<file path="src/rtl/regfile_wport_arbiter.sv">
`default_nettype none
// ============================================================================
//  Module   : regfile_wport_arbiter
//  Purpose  : Shares the register-file write port between the in-order WB
//             stage and the multi-cycle MDU. MDU results wait in a small FIFO
//             and drain into free write-port cycles. WB is stalled only for
//             starvation relief or to keep same-register writes in order.
//             Also flags decode-stage RAW hazards against queued results.
//  Revision : 1.0  initial release
// ============================================================================
module regfile_wport_arbiter #(
    parameter int DEPTH      = 2,
    parameter int MAX_STREAK = 4
) (
    input  logic        CLK,
    input  logic        RST,
    input  logic        WbWre,
    input  logic [4:0]  WbReg,
    input  logic [31:0] WbData,
    output logic        WbStall,
    input  logic        MduValid,
    input  logic [4:0]  MduReg,
    input  logic [31:0] MduData,
    output logic        MduReady,
    input  logic [4:0]  ReadReg1,
    input  logic [4:0]  ReadReg2,
    output logic        HazStall,
    output logic        RegWre,
    output logic [4:0]  WriteReg,
    output logic [31:0] WriteData
);

    localparam int PW = $clog2(DEPTH);
    localparam int CW = PW + 1;
    localparam int SW = $clog2(MAX_STREAK + 1);
    localparam logic [CW-1:0] DEPTH_C = CW'(DEPTH);
    localparam logic [SW-1:0] MAX_C   = SW'(MAX_STREAK);

    // FIFO storage and bookkeeping
    logic [4:0]    ent_reg_q  [DEPTH];
    logic [4:0]    ent_reg_d  [DEPTH];
    logic [31:0]   ent_data_q [DEPTH];
    logic [31:0]   ent_data_d [DEPTH];
    logic [PW-1:0] rd_ptr_q, rd_ptr_d;
    logic [PW-1:0] wr_ptr_q, wr_ptr_d;
    logic [CW-1:0] count_q,  count_d;
    logic [SW-1:0] streak_q, streak_d;

    logic [DEPTH-1:0] valid;
    logic [DEPTH-1:0] wb_match;
    logic [DEPTH-1:0] haz_match;

    logic wbreq;
    logic ne;
    logic order_hit;
    logic mdu_gnt;
    logic wb_gnt;
    logic push;

    // An entry is live when its distance from the read pointer is below count
    generate
        for (genvar i = 0; i < DEPTH; i++) begin : g_entry
            logic [PW-1:0] off;
            assign off          = PW'(i) - rd_ptr_q;
            assign valid[i]     = ({1'b0, off} < count_q);
            assign wb_match[i]  = valid[i] & (ent_reg_q[i] == WbReg);
            assign haz_match[i] = valid[i] &
                                  (((ent_reg_q[i] == ReadReg1) & (ReadReg1 != 5'd0)) |
                                   ((ent_reg_q[i] == ReadReg2) & (ReadReg2 != 5'd0)));
        end
    endgenerate

    // Per-cycle write-port arbitration and zero-latency write-port drive
    always_comb begin
        wbreq     = WbWre & (WbReg != 5'd0) & ~RST;
        ne        = (count_q != '0);
        order_hit = |wb_match;
        // Queue drains first when WB is idle, WB has hogged the port, or WB
        // would overwrite a register an older MDU result still targets.
        mdu_gnt   = ne & (~wbreq | (streak_q == MAX_C) | order_hit);
        wb_gnt    = wbreq & ~mdu_gnt;

        WbStall   = wbreq & mdu_gnt;
        MduReady  = (count_q < DEPTH_C);
        HazStall  = |haz_match;

        RegWre    = 1'b0;
        WriteReg  = 5'd0;
        WriteData = 32'd0;
        if (mdu_gnt) begin
            RegWre    = 1'b1;
            WriteReg  = ent_reg_q[rd_ptr_q];
            WriteData = ent_data_q[rd_ptr_q];
        end else if (wb_gnt) begin
            RegWre    = 1'b1;
            WriteReg  = WbReg;
            WriteData = WbData;
        end
    end

    // Next-state for FIFO contents, pointers, occupancy and WB streak
    always_comb begin
        // Writes to r0 are accepted on the handshake but dropped here
        push       = MduValid & MduReady & (MduReg != 5'd0);
        ent_reg_d  = ent_reg_q;
        ent_data_d = ent_data_q;
        wr_ptr_d   = wr_ptr_q;
        rd_ptr_d   = rd_ptr_q;
        count_d    = count_q;

        if (push) begin
            ent_reg_d[wr_ptr_q]  = MduReg;
            ent_data_d[wr_ptr_q] = MduData;
            wr_ptr_d             = wr_ptr_q + PW'(1);
        end
        if (mdu_gnt) begin
            rd_ptr_d = rd_ptr_q + PW'(1);
        end

        case ({push, mdu_gnt})
            2'b10:   count_d = count_q + CW'(1);
            2'b01:   count_d = count_q - CW'(1);
            default: count_d = count_q;
        endcase

        if (mdu_gnt || !ne) begin
            streak_d = '0;
        end else if (wb_gnt && (streak_q != MAX_C)) begin
            streak_d = streak_q + SW'(1);
        end else begin
            streak_d = streak_q;
        end
    end

    // State registers; async reset discards every queued result
    always_ff @(posedge CLK or posedge RST) begin
        if (RST) begin
            for (int i = 0; i < DEPTH; i++) begin
                ent_reg_q[i]  <= 5'd0;
                ent_data_q[i] <= 32'd0;
            end
            rd_ptr_q <= '0;
            wr_ptr_q <= '0;
            count_q  <= '0;
            streak_q <= '0;
        end else begin
            ent_reg_q  <= ent_reg_d;
            ent_data_q <= ent_data_d;
            rd_ptr_q   <= rd_ptr_d;
            wr_ptr_q   <= wr_ptr_d;
            count_q    <= count_d;
            streak_q   <= streak_d;
        end
    end

endmodule
`default_nettype wire

</file>
<file path="config.mk">
export PLATFORM = sky130hd
export DESIGN_NAME = regfile_wport_arbiter
export DESIGN_NICKNAME = d
export VERILOG_FILES = /design/src/rtl/regfile_wport_arbiter.sv
export SDC_FILE = /design/constraint.sdc
export NUM_CORES = 1
export LEC_CHECK = 0
export ABC_AREA = 1
export ABC_CLOCK_PERIOD_IN_PS = 2920
export CAP_MARGIN = 20
export CELL_PAD_IN_SITES_DETAIL_PLACEMENT = 1
export CELL_PAD_IN_SITES_GLOBAL_PLACEMENT = 2
export CORE_MARGIN = 2
export CORE_UTILIZATION = 27
export DETAILED_ROUTE_END_ITERATION = 8
export HOLD_SLACK_MARGIN = 0.08
export PLACE_DENSITY_LB_ADDON = 0.3
export SLEW_MARGIN = 10
export SYNTH_ARGS = -nofsm -noshare
export SYNTH_HDL_FRONTEND = slang
export SYNTH_SLANG_ARGS = --single-unit
</file>
<file path="constraint.sdc">
create_clock -name CLK -period 2.92 [get_ports CLK]
set_clock_uncertainty 0.2 [all_clocks]
set_input_delay 0.292 -clock CLK [delete_from_list [all_inputs] [get_ports CLK]]
set_output_delay 0.292 -clock CLK [all_outputs]
set_load 0.02 [all_outputs]
</file>
== Yosys cells after proc, flatten, opt, wreduce, memory -nomap -nowiden ==
Cells that the tools add are included.
Storage, ports and cells
  logic and storage cells: 89
  flip-flop bits (word level): 81
  input port bits: 88
  output and inout port bits: 41
Cells by class
  equal/unequal tests: 10
  magnitude comparators: 6
  $add $sub $neg: 7
  reductions and logical operators: 13
  bitwise gates (word level): 24
  multiplexer cells: 21
Operators by type and width (count)
  $mux 32: 6
  $bwmux 64: 1
  $demux 32 s1: 1
  $eq 5x5->1: 6
  $mux 5: 6
  $reduce_bool 5->1: 4
  $and 1x1->1: 15
  $bwmux 10: 1
  $mux 3: 2
  $reduce_bool 2->1: 3
  $demux 5 s1: 1
  $ge 2x2->1 const B: 2
  $lt 1x2->1: 2
  $not 1->2: 2
  $or 1x1->1: 4
  $pmux 2 s2: 1
  $reduce_or 2->1: 2
  $add 3x1->3 const B: 1
  $eq 3x3->1 const B: 1
  $ne 3x3->1 const B: 1
  $not 1->1: 3
  $add 1x1->1 const B: 2
  $add 2x1->2 const B: 1
  $eq 2x1->1 const B: 1
  9 further kinds: 12

== Longest topological paths before layout ==
Gate-level depths: netlist of run 1.
  word-level depth: 12
  depth in mapped cells: 14
  mapped depth without buffers: 12

== Worst setup path before layout of run 1 ==
Ideal clock, no wire load.
  path type: reg2reg
  start point: register streak_q[0]
  end point: register count_q[1]
  buffers on the path: 1
  setup slack: 768 ps
  required time: 2589 ps
  arrival: 1821 ps
  period minus slack after synthesis: 2152 ps
  setup time: 131 ps
  cell stages (with the launch flop): 14
  cell sequence: dfrtp_1 -> inv_1 -> ha_1 -> nand2_1 -> inv_1 -> nor2_4 -> nand3_4 -> nand2_2 -> buf_2 -> inv_1 -> ha_1 -> a21oi_1 -> o21ai_0 -> xor2_1
On the way
  longest elaborated chain between the ends: 6
  elaborated cells between the ends (all ways): 8
  those cells by class: 3 x eq/ne; 1 x mux; 3 x bitwise; 1 x reduce/logical
Ends and longest elaborated chain
  start: declaration: line 47  | logic [SW-1:0] streak_q, streak_d;
  start signal: assignment: line 152  | streak_q <= streak_d;
  $eq 3x3->1 (*): line 80  | mdu_gnt = ne & (~wbreq | (streak_q == MAX_C) | order_hit);
  $or 1x1->1 (*) (2 in a row): line 80
  $and 1x1->1 (*): line 80
  $eq 2x1->1 or $eq 2x2->1 (tied branches): line 120  | case ({push, mdu_gnt})
  $pmux 2 s2 or $reduce_bool 2->1 (tied branches)
  end signal: assignment: line 151  | count_q <= count_d;
  end: declaration: line 46  | logic [CW-1:0] count_q, count_d;
Mark *: on every way between the ends. The rest lies on a longest branch, timed or not.
A chain may end at the register's enable or synchronous reset.

== Worst setup path after layout of run 1 ==
  start point: input port WbReg[1]
  end point: output port WriteData[25]
On the way
  longest elaborated chain between the ends: 11
  elaborated cells between the ends (all ways): 16
  those cells by class: 2 x eq/ne; 2 x mux; 10 x bitwise; 2 x reduce/logical
Ends and longest elaborated chain
  start: declaration: line 18  | input logic [4:0] WbReg,
  $reduce_bool 5->1: line 75  | wbreq = WbWre & (WbReg != 5'd0) & ~RST;
  $and 1x1->1 (2 in a row): line 75
  $not 1->1: line 80
  $or 1x1->1 (2 in a row): line 80
  $and 1x1->1: line 80
  $not 1->1: line 81  | wb_gnt = wbreq & ~mdu_gnt;
  $and 1x1->1: line 81
  $mux 32: line 94  | end else if (wb_gnt) begin
  $mux 32 (*): line 90  | if (mdu_gnt) begin
  end: declaration: line 30  | output logic [31:0] WriteData
Marks and branches as above.

==> results of run 1 <==
[power by group through the flow]
stage,sequential (W),clock (W),combinational [W]
2_1_floorplan,0.00188,0,0.00239
3_3_place_gp,0.00203,0,0.00354
3_5_place_dp,0.00206,0,0.00367
4_1_cts,0.00205,0.00116,0.00347
5_1_grt,0.00211,0.00121,0.00381
6_report,0.00204,0.00112,0.00339
[through the flow]
stage,setup slack [ns],util
2_1_floorplan,0.348,-
3_3_place_gp,-0.0431,0.360
3_5_place_dp,-0.118,0.360
4_1_cts,0.150,0.374
5_1_grt,0.0193,0.374
6_report,0.188,0.374
[cells in the mapped netlist (3+ instances only)]
library cell,number,area share
nor2_1,18,0.014
xnor2_1,12,0.022
nor3_1,3,0.0031
buf_2,12,0.012
xor2_1,10,0.018
nand2_1,256,0.20
buf_4,6,0.0092
nand4_1,3,0.0038
dfrtp_1,81,0.41
nand3_1,62,0.064
ha_1,3,0.0077
buf_12,3,0.012
buf_1,3,0.0023
o21ai_1,20,0.020
nand3_2,22,0.045
a21oi_1,3,0.0031
o21ai_0,61,0.062
inv_2,8,0.0061
buf_6,5,0.012
inv_1,57,0.044
clkbuf_1,13,0.010
[kinds of logic (layout without fill, tap and decap cells)]
family                   count (synthesis)  after routing
AO/OA/AOI/OAI                           86             86
AND/OR/NAND/NOR                        371            371
flip-flops                              81             81
XOR/XNOR                                22             22
buffers and inverters                  109            231
adder cells (fa/ha/maj)                  3              3
[final cells by class]
type / instances / area (sq um)
multi-input cells: 482 / 2330
fillers: 2203 / 11200
flip-flops and latches: 81 / 2030
inverters: 66 / 251
repair buffers: 149 / 1480
well taps: 229 / 287
clock inverters: 6 / 57.6
clock buffers: 10 / 239
[final timing paths]
path                                            startpoint  slack (ns)                          to
min in group CLK                ent_data_q[17]$_DFFE_PP0P_        0.28  ent_data_q[17]$_DFFE_PP0P_
worst max-delay path                              WbReg[1]        0.19               WriteData[25]
max in group asynchronous                              RST        1.76  ent_data_q[15]$_DFFE_PP0P_
worst min register to register  ent_data_q[17]$_DFFE_PP0P_        0.28  ent_data_q[17]$_DFFE_PP0P_
worst min-delay path                                   RST        0.11   ent_data_q[5]$_DFFE_PP0P_
worst max register to register    ent_reg_q[0]$_DFFE_PP0P_        0.40      count_q[1]$_DFFE_PP0P_
[flip-flops by register name, indices dropped and copies added, names as in the netlist]
| register | cells |
|---|---|
| ent_reg_q | 10 |
| rd_ptr_q | 1 |
| streak_q | 3 |
| wr_ptr_q | 1 |
| ent_data_q | 64 |
| count_q | 2 |
[placed cells by master (no fill, tap or decap)]
cell type	instances
nand2_1	256
clkdlybuf4s50_1	90
dfrtp_1	80
nand3_1	61
o21ai_0	61
inv_1	55
dlygate4sd2_1	38
nand3_2	23
o21ai_1	20
nor2_1	18
buf_4	14
xnor2_1	12
xor2_1	10
inv_2	9
clkbuf_16	9
buf_12	7
clkinv_2	5
nor3_1	3
nand4_1	3
a21oi_1	3
ha_1	3
a21oi_2	2
nor2_2	2
nand2_2	2
or2_2	1
inv_4	1
nor2_4	1
nand3_4	1
bufinv_16	1
clkinvlp_4	1
clkbuf_8	1
dfrtp_2	1
[routing by layer]
metal / track usage / up-vias
met1: 0.198 / 2273
li1: - / 2338
met4: 0.0548 / 0
met5: 0 / -
met3: 0.0336 / 14
met2: 0.306 / 75
==> flow_summary_export.csv, run 1 <==
group,metric,value,unit
outcome,outcome,"completed",
worst_setup_path,cp_max_fo,28,
drt,wl_met2,7.94,mm
placement,dpl_cell_area,6420,sq um
final_layout,nets,880,
clock_tree,htreeDepth,3,
worst_setup_path,critPathRequiredTime,2.43,ns
logic_synthesis,async_flop_share,1.00,
sta,min_period,2.73,ns
sta,final.setup.tns,0,ns
logic_synthesis,synth_seq_cells,81,
clock_tree,cts_resized,38,
sta,hold_violations,0,
logic_synthesis,synth_top_family_by_area,"simple AND/OR/NAND/NOR gates",
drt,drc,0,
grt,overflow,0,
pwr,p_clk_frac,0.171,
logic_synthesis,synth_warnings,0,
worst_setup_path,max_stage_delay,0.59,ns
logic_synthesis,synth-edff-count,0,
logic_synthesis,muxShareOfSynthArea,0,
worst_setup_path,reg2reg_depth,13,
floorplanning,row_count,49,
logic_synthesis,synth-compound-area-share,0.0897,
clock_tree,cts_tree,"built",
drt,wl_met1,6.77,mm
drt,ant_nets,0,
worst_setup_path,crit_family,"buffers and inverters",
pwr,power,0.00655,W
floorplanning,die_x,139,um
final_layout,drive_above_1_share,0.102,
logic_synthesis,syn_area,4880,sq um
floorplanning,die_area,19200,sq um
worst_setup_path,cp_slowest_cell,"clkdlybuf4s50_1",
pwr,seqPwrFrac,0.311,
drt,drt-pass1-iter-count,4,
worst_setup_path,cpMostUsedCell,"nand2_1",
pwr,p_leak,3.43,nW
drt,drt_iter0_markers,157,
logic_synthesis,synth_area_per_cell,7.27,sq um
placement,hpwl,11.3,mm
pwr,pwr-share-comb,0.518,
grt,grt_pass1_wl,25.8,mm
pwr,internal-power,0.00361,W
sta,maxSlewHeadroom,0.679,
logic_synthesis,synth_ff_type,"dfrtp_1",
drt,highest_layer,"met4",
floorplanning,start_util,0.274,
pwr,ir_worst_vdd,0.371,mV
logic_synthesis,postSynthCellCount,672,
final_layout,diodes,0,
flow_run,cap_violations,0,
logic_synthesis,synthSimpleGateAreaFrac,0.338,
pwr,swShare,0.448,
sta,rsz0062_at_grt,"no",
final_layout,finalInstanceArea,6670,sq um
clock_tree,cts_hold_buf,0,
sta,slew_viol_final,0,
logic_synthesis,synth_xor_area_frac,0.0394,
floorplanning,core_area,17800,sq um
floorplanning,die_h,139,um
worst_setup_path,cp.arrival,2.24,ns
final_layout,syn_to_final_growth,36.5,%
final_layout,final_cells,1023,
grt,antenna_found_initial,0,
logic_synthesis,syn-num-nets,763,
logic_synthesis,synth_cell_types,29,
clock_tree,worstSkewPairLatency,0.34,ns
sta,fin_crit_sh,0.935,
clock_tree,clock_path_buffers,2,
worst_setup_path,endpoint_kind,"primary output",
hold_path,hold_path.class,"primary input to asynchronous set/reset pin",
drt,drt_wl_total,15.5,mm
logic_synthesis,synth_fa_ha_area_frac,0.00768,
clock_tree,numCtsBuffers,9,
worst_setup_path,crit_buf_inv,4,
worst_setup_path,startpoint_type,"primary input",
clock_tree,clock-sinks,81,
grt,grt_pass1_vias,5086,
clock_tree,post-cts-setup-buffers,0,
sta,fmax,366,MHz
drt,vias,4700,
drt,avgRoutedWirePerCell,15.2,um
sta,finalSetupViolCount,0,
sta,hold_ws,0.113,ns
drt,viasPerCell,4.59,
logic_synthesis,yosysSeqAreaShare,0.415,
placement,dp.cells,1007,
grt,grt_max_degree,76,
grt,grt_use_total,0.168,
placement,gp_congestion,0.750,
worst_setup_path,path_cells,"clkdlybuf4s50_1 > inv_1 > nand2_1 > nand2_1 > nor2_2 > nand3_2 > nand3_4 > nand2_2 > buf_12 > nand3_1 > nand2_1 > dlygate4sd2_1",
placement,io_buffers,128,
clock_tree,cts_root_buf,"clkbuf_16",
worst_setup_path,path_class,"primary input to primary output",
clock_tree,clk_pin_slew,0.06,ns
floorplanning,io_pins,129,
worst_setup_path,cp_num_cells,12,
drt,wl_met3,594,um
sta,worst_pin_slew,0.482,ns
pwr,switchingPower,0.00293,W
pwr,powerDensity,982,nW/um^2
Power figures use the tool's default switching activity.
==> run 2, diff against run 1 <==
Settings changed: MAX_ROUTING_LAYER set to met4, SETUP_SLACK_MARGIN set to 0.5.
==> flow_summary_export.csv, run 2 (synthesis gave the netlist of run 1 again) <==
group,metric,value,unit
outcome,outcome,"completed",
grt,grt_pass1_vias,5341,
final_layout,largest_reg_flops,64,
pwr,power,0.00738,W
worst_setup_path,reg2reg_depth,13,
hold_path,hold_path.class,"flop to flop",
final_layout,regMostFlops,"ent_data_q",
grt,grt_pass1_wl,27.2,mm
grt,grt_max_degree,66,
floorplanning,row_count,49,
clock_tree,cts_root_buf,"clkbuf_16",
worst_setup_path,path_class,"flop to primary output",
pwr,powerDensity,1020,nW/um^2
flow_run,cap_violations,0,
drt,avgRoutedWirePerCell,15.7,um
pwr,ir_worst_vdd,0.422,mV
placement,gp_congestion,0.772,
grt,grt_use_total,0.181,
pwr,pwr-share-comb,0.560,
floorplanning,io_pins,129,
clock_tree,cts_tree,"built",
sta,rsz0062_at_grt,"yes",
clock_tree,clk_pin_slew,0.07,ns
grt,overflow,0,
sta,maxSlewHeadroom,0.549,
sta,finalSetupViolCount,0,
drt,viasPerCell,4.65,
sta,min_period,2.47,ns
sta,slew_viol_final,0,
final_layout,largest_registers,"ent_data_q (64), ent_reg_q (10), streak_q (3)",
final_layout,finalInstanceArea,7200,sq um
placement,hpwl,11.3,mm
final_layout,layout_commonest_cell,"nand2_1",
floorplanning,start_util,0.274,
drt,drt_wl_total,16.5,mm
pwr,seqPwrFrac,0.271,
floorplanning,die_h,139,um
worst_setup_path,endpoint_kind,"primary output",
final_layout,multi_input_comb_area,2490,sq um
drt,drt_iter0_markers,178,
sta,fmax,404,MHz
worst_setup_path,cp_max_fo,6,
final_layout,nets,906,
floorplanning,die_area,19200,sq um
pwr,p_clk_frac,0.169,
clock_tree,numCtsBuffers,9,
clock_tree,worstSkewPairLatency,0.34,ns
floorplanning,die_x,139,um
clock_tree,clock-sinks,81,
grt,antenna_found_initial,0,
clock_tree,clock_path_buffers,2,
pwr,p_leak,3.56,nW
clock_tree,htreeDepth,3,
drt,ant_nets,0,
hold_path,hold_depth,2,
worst_setup_path,critPathRequiredTime,2.43,ns
drt,vias,4881,
final_layout,diodes,0,
drt,drc,0,
worst_setup_path,startpoint_type,"flop",
clock_tree,cts_hold_buf,0,
floorplanning,core_area,17800,sq um
drt,drt-pass1-iter-count,4,
final_layout,syn_to_final_growth,47.4,%
final_layout,regArea,2040,sq um
pwr,swShare,0.435,
worst_setup_path,cp.arrival,1.98,ns
final_layout,drive_above_1_share,0.230,
placement,io_buffers,128,
final_layout,final_cell_mix,"236 x nand2_1, 83 x clkdlybuf4s50_1, 73 x dfrtp_1, 60 x o21ai_0, 54 x inv_1",
sta,fin_crit_sh,0.847,
pwr,internal-power,0.00417,W
final_layout,num-fill-cells,2164,
pwr,switchingPower,0.00321,W
sta,worst_pin_slew,0.675,ns
placement,dpl_cell_area,6480,sq um
sta,hold_violations,0,
==> run 2: power by group through the flow <==
stage / combinational (W) / clock (W) / sequential, W
4_1_cts: 0.00387 / 0.00128 / 0.00200
3_5_place_dp: 0.00373 / 0 / 0.00203
2_1_floorplan: 0.00239 / 0 / 0.00188
6_report: 0.00413 / 0.00125 / 0.00200
5_1_grt: 0.00459 / 0.00133 / 0.00207
3_3_place_gp: 0.00363 / 0 / 0.00199
==> run 2: final timing paths <==
path | startpoint | endpoint | slack (ns)
max in group asynchronous | RST | ent_reg_q[2]$_DFFE_PP0P_ | 1.49
worst max register to register | streak_q[0]$_DFFE_PP0P_ | count_q[1]$_DFFE_PP0P_ | 0.66
min in group asynchronous | RST | ent_data_q[34]$_DFFE_PP0P_ | 0.36
worst min-delay path | ent_data_q[14]$_DFFE_PP0P_ | ent_data_q[14]$_DFFE_PP0P_ | 0.29
worst max-delay path | ent_reg_q[4]$_DFFE_PP0P_ | WriteData[20] | 0.45
worst min register to register | ent_data_q[14]$_DFFE_PP0P_ | ent_data_q[14]$_DFFE_PP0P_ | 0.29
==> run 2: what timing repair did <==
action / 4_1_cts / 5_1_grt
pin swaps: 8 / 28
setup buffers: 10 / 8
gates resized for setup: 208 / 69
gates cloned: 1 / 2
endpoints found under the setup margin: 41 / 41
endpoints found under the hold margin: 0 / 0
==> run 2: critical path, cell delays in order (launching register included) <==
cell,delay [ns]
dfrtp_2,0.44
inv_2,0.05
nand2_1,0.06
nand2_1,0.06
nor2_2,0.11
nand3_2,0.11
nand3_4,0.14
nand2_8,0.10
buf_12,0.15
clkbuf_16,0.16
nand3_2,0.06
nand2_2,0.06
buf_6,0.12
==> run 2: metal layers <==
layer	track usage	vias to the layer above	part of all wire	wire length (um)
li1	-	2395	-	-
met1	0.214	2382	0.44	7230
met2	0.316	85	0.51	8390
met3	0.0267	19	0.032	521
met4	0.0618	0	0.020	330
met5	-	-	0	0
==> run 2: through the flow <==
step | hold WS [ns] | setup slack, ns | TNS, ns | instances | util
after floorplan | 0.232 | 0.768 | 0 | 672 | -
after global placement | 0.244 | -0.111 | -0.617 | 1012 | 0.363
after detailed placement | 0.273 | -0.168 | -2.40 | 1012 | 0.363
after CTS | 0.291 | 0.408 | 0 | 1039 | 0.385
after global routing | 0.311 | 0.347 | 0 | 1049 | 0.404
final | 0.286 | 0.446 | 0 | 1049 | 0.404
==> run 2: cell type report <==
class	count	area share
multi-input combinational	482	0.346
sequential	81	0.283
timing repair buffer	175	0.251
tap	229	0.0398
inverter	66	0.0353
clock buffer	9	0.0313
clock inverter	7	0.0141
